### config.mk
export PLATFORM = sky130hd
export DESIGN_NAME = ysyx_clint
export DESIGN_NICKNAME = d
export VERILOG_FILES = /design/src/rtl/ysyx_pkg.sv /design/src/rtl/ysyx_clint_mtime.sv /design/src/rtl/ysyx_clint.sv
export SDC_FILE = /design/constraint.sdc
export NUM_CORES = 1
export LEC_CHECK = 0
export CORE_MARGIN = 2
export CORE_UTILIZATION = 44
export DETAILED_ROUTE_END_ITERATION = 16
export GPL_TIMING_DRIVEN = 0
export PLACE_DENSITY_LB_ADDON = 0.2
export SYNTH_ARGS = -nofsm -noshare
export SYNTH_HDL_FRONTEND = slang
export SYNTH_HIERARCHICAL = 1
export SYNTH_SLANG_ARGS = --single-unit
### constraint.sdc
create_clock -name clk -period 2.7 [get_ports clk]
set_clock_uncertainty 0.2 [all_clocks]
set_input_delay 0.54 -clock clk [delete_from_list [all_inputs] [get_ports clk]]
set_output_delay 0.54 -clock clk [all_outputs]
set_load 0.02 [all_outputs]
### src/rtl/ysyx_pkg.sv
// Shared bus constants: RTC word addresses and AXI response codes.
package ysyx_pkg;

  localparam int          ADDR_W = 32;
  localparam int          DATA_W = 32;
  localparam logic [31:0] RTC_LO = 32'h0200_0048;
  localparam logic [31:0] RTC_HI = RTC_LO + 32'd4;

  typedef enum logic [1:0] {
    RESP_OKAY   = 2'b00,
    RESP_DECERR = 2'b11
  } axi_resp_e;

  // One registered read beat: everything the R channel presents at once.
  typedef struct packed {
    logic [3:0]  id;
    logic [31:0] data;
    axi_resp_e   resp;
  } rd_rsp_t;

  // Select the 32-bit mtime word addressed by a read; anything else decodes to DECERR.
  function automatic rd_rsp_t rtc_decode(input logic [31:0] addr,
                                         input logic [63:0] mtime,
                                         input logic [3:0]  id);
    rd_rsp_t r;
    r.id = id;
    if (addr == RTC_LO) begin
      r.data = mtime[31:0];
      r.resp = RESP_OKAY;
    end else if (addr == RTC_HI) begin
      r.data = mtime[63:32];
      r.resp = RESP_OKAY;
    end else begin
      r.data = '0;
      r.resp = RESP_DECERR;
    end
    return r;
  endfunction

endpackage

### src/rtl/ysyx_clint_mtime.sv
// Free-running 64-bit mtime counter with synchronous clear; wraps naturally.
module ysyx_clint_mtime
  import ysyx_pkg::*;
(
  input  logic        clk,
  input  logic        rst,
  output logic [63:0] mtime
);

  logic [63:0] cnt_q;

  // Count every non-reset cycle.
  always_ff @(posedge clk) begin
    if (rst) cnt_q <= '0;
    else     cnt_q <= cnt_q + 64'd1;
  end

  assign mtime = cnt_q;

endmodule

### src/rtl/ysyx_clint.sv
// CLINT mtime slave: 64-bit timer readable as two words, inert write responder.
module ysyx_clint
  import ysyx_pkg::*;
#(
  parameter int ADDR_W = 32,
  parameter int DATA_W = 32
) (
  input  logic              clk,
  input  logic              rst,
  // read address
  input  logic [1:0]        arburst,
  input  logic [2:0]        arsize,
  input  logic [7:0]        arlen,
  input  logic [3:0]        arid,
  input  logic [ADDR_W-1:0] araddr,
  input  logic              arvalid,
  output logic              arready_o,
  // read data
  output logic [3:0]        rid,
  output logic              rlast_o,
  output logic [DATA_W-1:0] rdata_o,
  output logic [1:0]        rresp_o,
  output logic              rvalid_o,
  input  logic              rready,
  // write address
  input  logic [1:0]        awburst,
  input  logic [2:0]        awsize,
  input  logic [7:0]        awlen,
  input  logic [3:0]        awid,
  input  logic [ADDR_W-1:0] awaddr,
  input  logic              awvalid,
  output logic              awready_o,
  // write data
  input  logic              wlast,
  input  logic [DATA_W-1:0] wdata,
  input  logic [3:0]        wstrb,
  input  logic              wvalid,
  output logic              wready_o,
  // write response
  output logic [3:0]        bid,
  output logic [1:0]        bresp_o,
  output logic              bvalid_o,
  input  logic              bready
);

  logic [63:0] mtime;

  ysyx_clint_mtime u_mtime (
    .clk   (clk),
    .rst   (rst),
    .mtime (mtime)
  );

  // ---------------- read channel ----------------
  logic    rvalid_q;
  rd_rsp_t rsp_q, rsp_nxt;
  logic    ar_hs, r_hs;

  assign ar_hs   = arvalid & ~rvalid_q;
  assign r_hs    = rvalid_q & rready;
  assign rsp_nxt = rtc_decode(araddr[31:0], mtime, arid);

  // Single outstanding read: capture the addressed word at accept, hold until rready.
  always_ff @(posedge clk) begin
    if (rst) begin
      rvalid_q <= 1'b0;
      rsp_q    <= '0;
    end else if (ar_hs) begin
      rvalid_q <= 1'b1;
      rsp_q    <= rsp_nxt;
    end else if (r_hs) begin
      rvalid_q <= 1'b0;
      rsp_q    <= '0;
    end
  end

  assign arready_o = ~rvalid_q;
  assign rvalid_o  = rvalid_q;
  assign rlast_o   = rvalid_q;
  assign rid       = rsp_q.id;
  assign rdata_o   = rsp_q.data;
  assign rresp_o   = rsp_q.resp;

  // ---------------- write channel ----------------
  logic       aw_taken_q, w_taken_q, bvalid_q;
  logic [3:0] bid_q;
  logic       aw_hs, w_hs, b_hs;

  assign aw_hs = awvalid & ~aw_taken_q;
  assign w_hs  = wvalid & ~w_taken_q;
  assign b_hs  = bvalid_q & bready;

  // Take AW and W in any order; respond OKAY once both are in, re-arm after B handshake.
  always_ff @(posedge clk) begin
    if (rst) begin
      aw_taken_q <= 1'b0;
      w_taken_q  <= 1'b0;
      bvalid_q   <= 1'b0;
      bid_q      <= '0;
    end else if (b_hs) begin
      aw_taken_q <= 1'b0;
      w_taken_q  <= 1'b0;
      bvalid_q   <= 1'b0;
    end else begin
      if (aw_hs) begin
        aw_taken_q <= 1'b1;
        bid_q      <= awid;
      end
      if (w_hs) w_taken_q <= 1'b1;
      if ((aw_taken_q | aw_hs) & (w_taken_q | w_hs)) bvalid_q <= 1'b1;
    end
  end

  assign awready_o = ~aw_taken_q;
  assign wready_o  = ~w_taken_q;
  assign bvalid_o  = bvalid_q;
  assign bid       = bid_q;
  assign bresp_o   = RESP_OKAY;

  // Burst attributes, write address/data and the upper address bits carry no meaning here.
  logic unused;
  assign unused = ^{arburst, arsize, arlen, awburst, awsize, awlen,
                    awaddr, wlast, wdata, wstrb, araddr};

endmodule

==> metrics.txt <==
pwr/cell area 484 mW/mm^2; H-tree depth 3; Worst Hold Launch rdata_o[26]; simple-gate share of the synthesized area 0.263; Leakage 0.00232 uW; fraction of layout instances using a drive strength above 1 0.124; port bufs 92; Routed WL per cell 15.5 um; reg2reg path depth 7; Post-Synth XOR/XNOR Area 0.0700; gp weighted congestion 0.855; commonest non-fill, non-tap cell in the layout dfxtp_1; CP bufs+invs 1; adder and majority cell fraction of the synthesized area 0.00250; GRT Max-Usage Layer met2; Final HPWL DP approximately 9300 um; Worst Max-Slew Pin Slew 825 ps; total global-route track usage 0.209; TritonRoute pass-1 iters 5; Worst Hold End rdata_o[26]; total CTS buffers 9; biggest area consumer among synthesized cells dfxtp_1; final WL 12700 um; worst vdd ir 0.000419 V; final core utilization 0.590; # setup viols final 0; GR Util met2 0.355; die area 0.0123 mm^2; Reg clk slew, reported paths 70 ps; HP Class reg2reg; Synth Cell Area 0.00501 mm^2; first-pass GRT wire length 21100 um; Vias/cell 5.48; # hold bufs at CTS 0; Tmin final about 2600 ps; Slowest-stage cell, CP or4_1; largest family of logic cells by synthesized area simple AND/OR/NAND/NOR gates; CP Capture Type flip-flop; share of the synthesized area in the top cell type 0.436; area of the core roughly 0.011 mm^2; antenna viol nets, final 0; post-synthesis compound-gate area fraction 0.113; run status finished clean; hold depth 2; register area share after synthesis 0.436; most frequent cells in the layout dfxtp_1 (109), clkdlybuf4s50_1 (92), nor2_1 (64); fillers between 900 and 1k; setup slack, reg-to-reg 90 ps; cell row count 38; Via Count 4474; Slew HR 0.445; ranking of synthesized cells by area dfxtp_1 (44%), mux2i_1 (7.8%), xor2_1 (5.1%), nor2_1 (4.8%), o21ai_2 (4.7%); period utilization 0.966; yosys warns 6; CP delay by family, top simple AND/OR/NAND/NOR gates; final hold vios 0; Die Ht 111 um; CTS Sinks between 100 and 150; maximum clock insertion buffer count 2; CTS Root Cell clkbuf_16; Max Cap Violations 0; crit path cell chain ha_1 > nand4_1 > nor3_4 > buf_4 > nand3_4 > or4_1 > a21oi_1; Initial Utilization 0.456; post-synthesis cell type count 48; met3 GRT Util 0.0426; area delta synth->final 29.4%; CP peak stage delay approximately 540 ps; Setup Crit Path Kind reg2reg; Die X-Extent 111 um; Layout Nets around 810; Clk Latency, worst-skew pair 350 ps; CTS tree yes; Initial DRC Count ~210; largest net degree at the start of global routing 18; Cells after Synth 557; Congestion Overflow GR 0; crit-path max FO 10; met1 GRT Util 0.260; Ant. Diodes 0; r2r endpoint u_mtime/mtime[62]; PnR Total Power 3130 uW; antenna violations before repair 0; I/O pins 192; Final Slew Violations 0; Critical Path AT 2670 ps; worst r2r src u_mtime/mtime[0]; vias in the first global route 4391; average size of a mapped cell 8.99 um^2; Max Clk Rate 0.383 GHz; CP startpoint kind flip-flop; multiplexer share of the synthesized area 0.0780; CP required around 2800 ps; Residual DRC 0; Seq cells post-synth 109
==> repair_timing <==
| action | CTS | global route |
|---|---|---|
| setup endpoints to repair | 7 | 24 |
| setup buffers | 0 | 10 |
| pin swaps | 1 | 4 |
| cloned | 0 | 0 |
| gates resized for setup | 1 | 3 |
==> worst register-to-register path: stages (launching register included) <==
cell and delay (ps):
dfxtp_1 400, ha_1 260, nand4_1 230, nor3_4 390, buf_4 200, nand3_4 140, or4_1 540, a21oi_1 180
==> synth_stat cells, drive strengths merged <==
master / n
and2b: 1
ha: 1
nor2: 65
a21o: 1
or3: 20
inv: 9
o31ai: 4
or2: 2
a22oi: 1
and3: 6
xor2: 29
buf: 19
a22o: 1
o21ai: 52
conb: 1
and2: 1
dfxtp: 109
clkbuf: 8
mux2i: 39
and4: 4
o22a: 3
nand2: 58
or4: 7
o21bai: 1
nor2b: 3
nor3b: 1
nand4: 32
xnor2: 11
nor4bb: 1
a21oi: 23
nor3: 6
nor4: 14
nand3: 24
==> metrics by stage <==
step | hold slack [ps] | TNS, ps | cell area [um^2] | instances | setup slack (ps)
2_1_floorplan | 241 | 0 | 5010 | 558 | 417
3_3_place_gp | 235 | -592 | 6110 | 790 | -157
3_5_place_dp | 240 | -735 | 6110 | 790 | -175
4_1_cts | 256 | 0 | 6390 | 806 | 2.29
5_1_grt | 272 | -26.5 | 6480 | 816 | -26.5
6_report | 254 | 0 | 6480 | 816 | 92.2
==> worst max-delay path by stage <==
stage | end | slack, ps | cells after the start | from
floorplan | u_mtime/mtime[62] | 420 | 6 | u_mtime/mtime[0]
global placement | u_mtime/mtime[56] | -160 | 6 | u_mtime/mtime[0]
detailed placement | u_mtime/mtime[56] | -170 | 6 | u_mtime/mtime[0]
CTS | u_mtime/mtime[60] | 2 | 5 | u_mtime/mtime[32]
global route | u_mtime/mtime[62] | -30 | 7 | u_mtime/mtime[0]
finish | u_mtime/mtime[62] | 90 | 7 | u_mtime/mtime[0]
==> state kept, by name, indices dropped and copies added, names as in the netlist <==
name,cells
u_mtime/mtime,64
rdata_o,32
bid,4
rid,4
aw_taken_q,1
bvalid_o,1
rlast_o,1
rresp_o,1
w_taken_q,1
==> kinds of logic after synthesis <==
group / Yosys count
flip-flops: 109
other: 1
buffers and inverters: 36
adder cells (fa/ha/maj): 1
AO/OA/AOI/OAI: 86
multiplexers: 39
AND/OR/NAND/NOR: 245
XOR/XNOR: 40
==> cell type report <==
type / count / area [um^2] / area share
Tap cell: 140 / 175 / 0.0270
Clock inverter: 5 / 36.3 / 0.00560
Buffer: 27 / 155 / 0.0240
Timing Repair Buffer: 102 / 996 / 0.154
Sequential cell: 109 / 2180 / 0.337
Multi-Input combinational cell: 413 / 2660 / 0.410
Inverter: 9 / 33.8 / 0.00522
Clock buffer: 11 / 243 / 0.0375
==> report_power, final <==
group | switching [uW] | total [uW] | internal [uW] | leakage [uW]
Sequential | 14.3 | 1640 | 1620 | 0.000881
Combinational | 119 | 251 | 133 | 0.00131
Clock | 590 | 1240 | 651 | 0.000128
==> per-layer routing <==
layer	vias up	wire [um]
met5	-	0
met4	0	360
met3	27	623
met2	124	6270
met1	2120	5430
li1	2203	-
No activity file was read; power rests on OpenSTA's default activity.
